## src/rtl/display_scan_ctrl_pkg.sv

```systemverilog
// Shared constants for the 7-segment scan controller: blanking codes, phase encoding
// and the active-high {a..g} hex glyph table.
package disp_pkg;

  localparam logic [7:0] SEG_OFF = 8'hFF;
  localparam logic [7:0] SEG_DOT = 8'hFE;
  localparam logic [7:0] DIG_OFF = 8'hFF;

  typedef enum logic {BLANK = 1'b0, DRIVE = 1'b1} phase_t;

  // {a,b,c,d,e,f,g}, 1 = segment lit
  localparam logic [6:0] HEX_SEG [0:15] = '{
    7'h7E, 7'h30, 7'h6D, 7'h79, 7'h33, 7'h5B, 7'h5F, 7'h70,
    7'h7F, 7'h7B, 7'h77, 7'h1F, 7'h4E, 7'h3D, 7'h4F, 7'h47
  };

endpackage

```

## src/rtl/display_scan_ctrl_hex_to_seg.sv

```systemverilog
// Nibble to active-high {a..g} glyph; purely combinational.
module hex_to_seg
  import disp_pkg::*;
(
  input  logic [3:0] nibble,
  output logic [6:0] seg
);

  assign seg = HEX_SEG[nibble];

endmodule

```

## src/rtl/display_scan_ctrl.sv

```systemverilog
// Scans NDIG digits over a shared segment bus with per-slot dead-time and a per-frame
// input snapshot; digit/segment are registered one cycle behind (cnt, slot).
module display_scan_ctrl
  import disp_pkg::*;
#(
  parameter int NDIG      = 8,
  parameter int SCAN_DIV  = 5000,
  parameter int BLANK_CYC = 250
) (
  input  logic              clk5,
  input  logic              resetn,
  input  logic [4*NDIG-1:0] value,
  input  logic [NDIG-1:0]   dots,
  input  logic [NDIG-1:0]   digit_en,
  input  logic              lz_sup,
  output logic [NDIG-1:0]   digit,
  output logic [7:0]        segment,
  output logic              frame_tick
);

  localparam int CW = $clog2(SCAN_DIV);
  localparam int SW = $clog2(NDIG);
  localparam logic [CW-1:0] SCAN_LAST = CW'(SCAN_DIV - 1);
  localparam logic [CW-1:0] BLANK_C   = CW'(BLANK_CYC);
  localparam logic [SW-1:0] SLOT_LAST = SW'(NDIG - 1);

  logic [CW-1:0]     cnt;
  logic [SW-1:0]     slot;
  logic [4*NDIG-1:0] sh_value;
  logic [NDIG-1:0]   sh_dots;
  logic [NDIG-1:0]   sh_en;
  logic              sh_lz;

  logic              snap;
  logic [4*NDIG-1:0] eff_value;
  logic [NDIG-1:0]   eff_dots;
  logic [NDIG-1:0]   eff_en;
  logic              eff_lz;
  phase_t            phase;
  logic [3:0]        nib;
  logic [6:0]        seg7;
  logic              nonzero;
  logic              suppressed;
  logic [NDIG-1:0]   nxt_digit;
  logic [7:0]        nxt_segment;

  // The snapshot edge decodes from the values being captured, so a zero-length
  // blanking window still shows the new frame's data on its first cycle.
  assign snap      = (cnt == '0) && (slot == '0);
  assign eff_value = snap ? value    : sh_value;
  assign eff_dots  = snap ? dots     : sh_dots;
  assign eff_en    = snap ? digit_en : sh_en;
  assign eff_lz    = snap ? lz_sup   : sh_lz;

  assign phase = (cnt < BLANK_C) ? BLANK : DRIVE;
  assign nib   = eff_value[4*slot +: 4];

  hex_to_seg u_hex_to_seg (
    .nibble (nib),
    .seg    (seg7)
  );

  always_comb begin
    nonzero = 1'b0;
    for (int i = 0; i < NDIG; i++) begin
      if (i >= int'(slot) && eff_value[4*i +: 4] != 4'h0) nonzero = 1'b1;
    end
    suppressed  = eff_lz && (slot != '0) && !nonzero;
    nxt_digit   = '1;
    nxt_segment = SEG_OFF;
    if (phase == DRIVE) begin
      if (!suppressed) begin
        nxt_segment = {~seg7, ~eff_dots[slot]};
        if (eff_en[slot]) nxt_digit = ~(NDIG'(1) << slot);
      end else if (eff_en[slot] && eff_dots[slot]) begin
        nxt_digit   = ~(NDIG'(1) << slot);
        nxt_segment = SEG_DOT;
      end
    end
  end

  always_ff @(posedge clk5) begin
    if (!resetn) begin
      cnt        <= '0;
      slot       <= '0;
      sh_value   <= '0;
      sh_dots    <= '0;
      sh_en      <= '0;
      sh_lz      <= 1'b0;
      digit      <= '1;
      segment    <= SEG_OFF;
      frame_tick <= 1'b0;
    end else begin
      frame_tick <= snap;
      if (snap) begin
        sh_value <= value;
        sh_dots  <= dots;
        sh_en    <= digit_en;
        sh_lz    <= lz_sup;
      end
      if (cnt == SCAN_LAST) begin
        cnt  <= '0;
        slot <= (slot == SLOT_LAST) ? '0 : slot + 1'b1;
      end else begin
        cnt <= cnt + 1'b1;
      end
      digit   <= nxt_digit;
      segment <= nxt_segment;
    end
  end

endmodule

```

## config.mk

```make
export PLATFORM = sky130hd
export DESIGN_NAME = display_scan_ctrl
export DESIGN_NICKNAME = d
export VERILOG_FILES = /design/src/rtl/display_scan_ctrl_pkg.sv /design/src/rtl/display_scan_ctrl_hex_to_seg.sv /design/src/rtl/display_scan_ctrl.sv
export SDC_FILE = /design/constraint.sdc
export NUM_CORES = 1
export LEC_CHECK = 0
export ABC_AREA = 1
export CAP_MARGIN = 5
export CORE_UTILIZATION = 38
export CTS_CLUSTER_DIAMETER = 80
export CTS_CLUSTER_SIZE = 30
export DETAILED_ROUTE_END_ITERATION = 12
export HOLD_SLACK_MARGIN = 0.03
export PLACE_DENSITY = 0.68
export SLEW_MARGIN = 10
export SYNTH_ARGS = -nofsm -noshare
export SYNTH_HDL_FRONTEND = slang
export SYNTH_SLANG_ARGS = --single-unit
export TNS_END_PERCENT = 100
```

## constraint.sdc

```tcl
create_clock -name clk5 -period 4.55 [get_ports clk5]
set_input_delay 0.455 -clock clk5 [delete_from_list [all_inputs] [get_ports clk5]]
set_output_delay 0.455 -clock clk5 [all_outputs]
set_load 0.02 [all_outputs]
```

==> results.py <==
metrics = {
    "layout": {
        "area_growth_syn_to_layout_pct": 21.36,
        "fillerInstances": 1125,
        "fin_util": 0.4782,
        "antenna_cells": 0,
        "nNetsFinal": 806,
        "drive_gt1_frac": 0.06300,
    },
    "pwr": {
        "internal_power_mw": 1.290,
        "power_frac_clock": 0.367,
        "comb_power_share": 0.210,
        "p_per_area_nw_per_um2": 331.9,
        "ir_drop_v": 0.0001637,
        "seq_power_share": 0.423,
        "netSwitchingPower_uw": 545.6,
        "switching_share": 0.2972,
        "p_leak_nw": 2.510,
    },
    "sta": {
        "setup_viol": 0,
        "rsz0062_at_grt": "no",
        "finalCritPeriodShare": 0.8296,
        "worst_slew_pin_slew_ns": 0.9780,
        "finClkSkew_ns": 0.009580,
        "hold_viol": 0,
        "slew_violations": 0,
        "finalSetupTns_ns": 0,
        "slew_headroom": 0.3430,
        "period_needed_ns": 3.775,
        "max_freq_ghz": 0.2649,
    },
    "logic_synthesis": {
        "muxShareOfSynthArea": 0,
        "syn_area_um2": 4557,
        "synth_top_family_by_area": "simple AND/OR/NAND/NOR gates",
        "synth_cells": 688,
        "yosys.cell_types.count": 38,
        "synth-main-ff-cell": "dfxtp_1",
        "synth_edf_count": 0,
        "async_flop_share": 0,
        "yosys.area_share.simple": 0.4149,
        "syn_avg_cell_area_um2": 6.623,
        "yosys.area_share.adder": 0.03844,
        "syn_nets": 753,
        "ys_seq_area_frac": 0.3602,
        "yosysWarnings": 0,
        "synth_compound_area_frac": 0.07661,
        "synth_xor_area_frac": 0.005766,
        "ys_seq_elements": 82,
    },
    "floorplan": {
        "initial_core_util": 0.3940,
        "core_um2": 11560,
        "die_h_um": 111.5,
        "die_width_um": 111.5,
        "dieArea_um2": 12430,
        "ios": 68,
        "fp-row-count": 39,
    },
    "min_path": {
        "worstHoldPathType": "register to register",
    },
    "drt": {
        "num_vias": 4529,
        "wl_per_cell_um": 13.33,
        "vias_per_cell": 5.094,
        "first_pass_iters": 9,
        "finalWirelength_um": 11850,
        "ant_nets": 0,
        "remaining_drc_errors": 5,
        "drt_iter0_markers": 291,
    },
    "setup_path": {
        "crit_arrival_ns": 3.98,
        "path_class": "register to register",
        "crit_fanout": 21,
        "critPathCaptureType": "register",
        "crit_required_ns": 4.75,
        "start_kind": "register",
    },
    "cts": {
        "root_buffer": "clkbuf_16",
        "post_cts_resized": 0,
        "cts-buffers-inserted": 9,
        "cts.reportedPaths.clkPinSlew_ns": 0.07,
        "post_cts_buffers": 0,
        "cts_hold_buf": 0,
        "cts_max_path_buffers": 2,
        "cts_tree": "built",
        "clk_latency_ns": 0.34,
        "cts_htree_levels": 3,
        "cts.sinks": 82,
    },
    "global_routing": {
        "grt_usage": 0.2014,
        "antenna_found_initial": 0,
        "grt_pass1_vias": 4400,
        "gr-total-overflow": 0,
        "grt_pass1_wl_um": 20230,
        "grt_start_max_net_pins": 53,
    },
    "run_status": {
        "violations": "design-rule violations",
        "status": "complete, but fails checks",
    },
    "flow_run": {
        "cap_violations": 0,
    },
    "placed_design": {
        "io_buffers": 67,
        "globalplace.congestion": 0.8884,
        "dp_hpwl_um": 8848,
    },
}
[placed cells by master, fill, tap and decap left out, types with 2 or more instances in the layout]
cell type	instances
o211ai_2	2
nand3b_1	7
nand2_1	209
o21ai_1	8
clkbuf_1	2
buf_4	3
nor2_4	6
nand4_1	20
inv_2	6
a21oi_1	33
clkdlybuf4s50_1	67
inv_1	72
nand3_1	74
a21boi_0	6
nor4_1	2
nand2_2	6
ha_1	14
nand3_4	2
nor3_1	7
dfxtp_1	82
clkbuf_16	9
clkinvlp_4	3
and2_1	2
nor2_1	79
clkinv_2	2
nor2_2	2
o21ai_0	7
a21oi_2	2
xor2_1	2
[metrics by stage]
| stage | power (mW) | instance area [um2] | setup slack, ns | hold WS [ns] | cells |
|---|---|---|---|---|---|
| 2_1_floorplan | 1.080 | 4557 | 1.428 | 0.4173 | 688 |
| 3_3_place_gp | 1.165 | 5256 | 1.004 | 0.4288 | 873 |
| 3_5_place_dp | 1.174 | 5256 | 0.8415 | 0.4410 | 873 |
| 4_1_cts | 1.851 | 5530 | 0.8154 | 0.4553 | 889 |
| 5_1_grt | 1.942 | 5530 | 0.3469 | 0.4933 | 889 |
| 6_report | 1.836 | 5530 | 0.7751 | 0.4491 | 889 |
[power groups by stage]
| stage | clock, mW | combinational, mW | sequential (mW) |
|---|---|---|---|
| 2_1_floorplan | 0 | 0.292 | 0.789 |
| 5_1_grt | 0.723 | 0.440 | 0.780 |
| 6_report | 0.674 | 0.385 | 0.776 |
| 3_3_place_gp | 0 | 0.375 | 0.790 |
| 3_5_place_dp | 0 | 0.382 | 0.791 |
| 4_1_cts | 0.692 | 0.384 | 0.776 |
[metal layers]
layer	vias up	wire, um	global-route usage
li1	2294	-	-
met1	2048	5185	0.2486
met2	157	5620	0.3338
met3	30	661	0.04464
met4	0	382	0.09459
met5	-	0	0
[worst paths after layout]
path / depth (start not counted) / to / from / slack [ns]
max reg2reg: 19 / segment[4] / slot[1] / 0.78
min reg2reg: 1 / cnt[0] / cnt[0] / 0.45
min: 1 / cnt[0] / cnt[0] / 0.45
max: 19 / segment[4] / slot[1] / 0.78
[area by class of cell]
| cell class | count | area [um2] | share of cell area |
|---|---|---|---|
| flip-flops and latches | 82 | 1642 | 0.2968 |
| multi-input cells | 498 | 2441 | 0.4414 |
| repair buffers | 70 | 693.2 | 0.1253 |
| clock inverters | 4 | 27.53 | 0.004977 |
| inverters | 80 | 301.5 | 0.05452 |
| clock buffers | 12 | 246.5 | 0.04457 |
| well taps | 143 | 178.9 | 0.03235 |
[worst max-delay path, cell delays in order, from the launching register on]
cell,delay [ns]
dfxtp_1,0.47
inv_1,0.29
ha_1,0.20
inv_1,0.08
nor2_4,0.35
inv_2,0.11
nor2_4,0.40
nand2_2,0.36
nand2_1,0.17
nand3_1,0.07
nand2_1,0.08
nand2_1,0.05
nand2_1,0.08
nand2_1,0.04
nand2_1,0.17
inv_1,0.12
ha_1,0.24
nand3b_1,0.17
nand3_1,0.09
nand3_1,0.08
[synth_stat cells (2+ instances only)]
library cell	n	area, um2
a21oi_1	33	165.2
o21ai_0	7	35.03
o21ai_1	8	40.04
clkbuf_1	6	22.52
nor2_4	6	67.56
nand3b_1	7	52.55
buf_4	5	37.54
buf_6	5	56.30
nand3_4	2	35.03
nor3_1	7	35.03
inv_1	72	270.3
buf_2	9	45.04
nor2_1	79	296.5
nand2_1	209	784.5
nand3_1	74	370.4
a21boi_0	6	45.04
inv_2	6	22.52
a21oi_2	2	17.52
nor2_2	2	12.51
nand2_2	6	37.54
ha_1	14	175.2
nand4_1	20	125.1
xor2_1	2	17.52
dfxtp_1	82	1642
buf_1	3	11.26
nor4_1	2	12.51
o211ai_2	2	25.02
and2_1	2	12.51
[registers in the layout (all words and copies together) (netlist names)]
| name | cells |
|---|---|
| sh_lz | 1 |
| sh_dots | 8 |
| slot | 3 |
| sh_value | 32 |
| digit | 8 |
| cnt | 13 |
| segment | 8 |
| sh_en | 8 |
| frame_tick | 1 |
[cells by family (layout without fill, tap and decap cells)]
family / after synthesis / in the layout
and+or+nand+nor: 420 / 420
buffers and inverters: 108 / 166
DFF: 82 / 82
AOI/OAI and AO/OA: 61 / 61
adders and majority gates: 14 / 14
xor gates and xnor gates: 3 / 3
No activity file was read; power rests on OpenSTA's default activity.
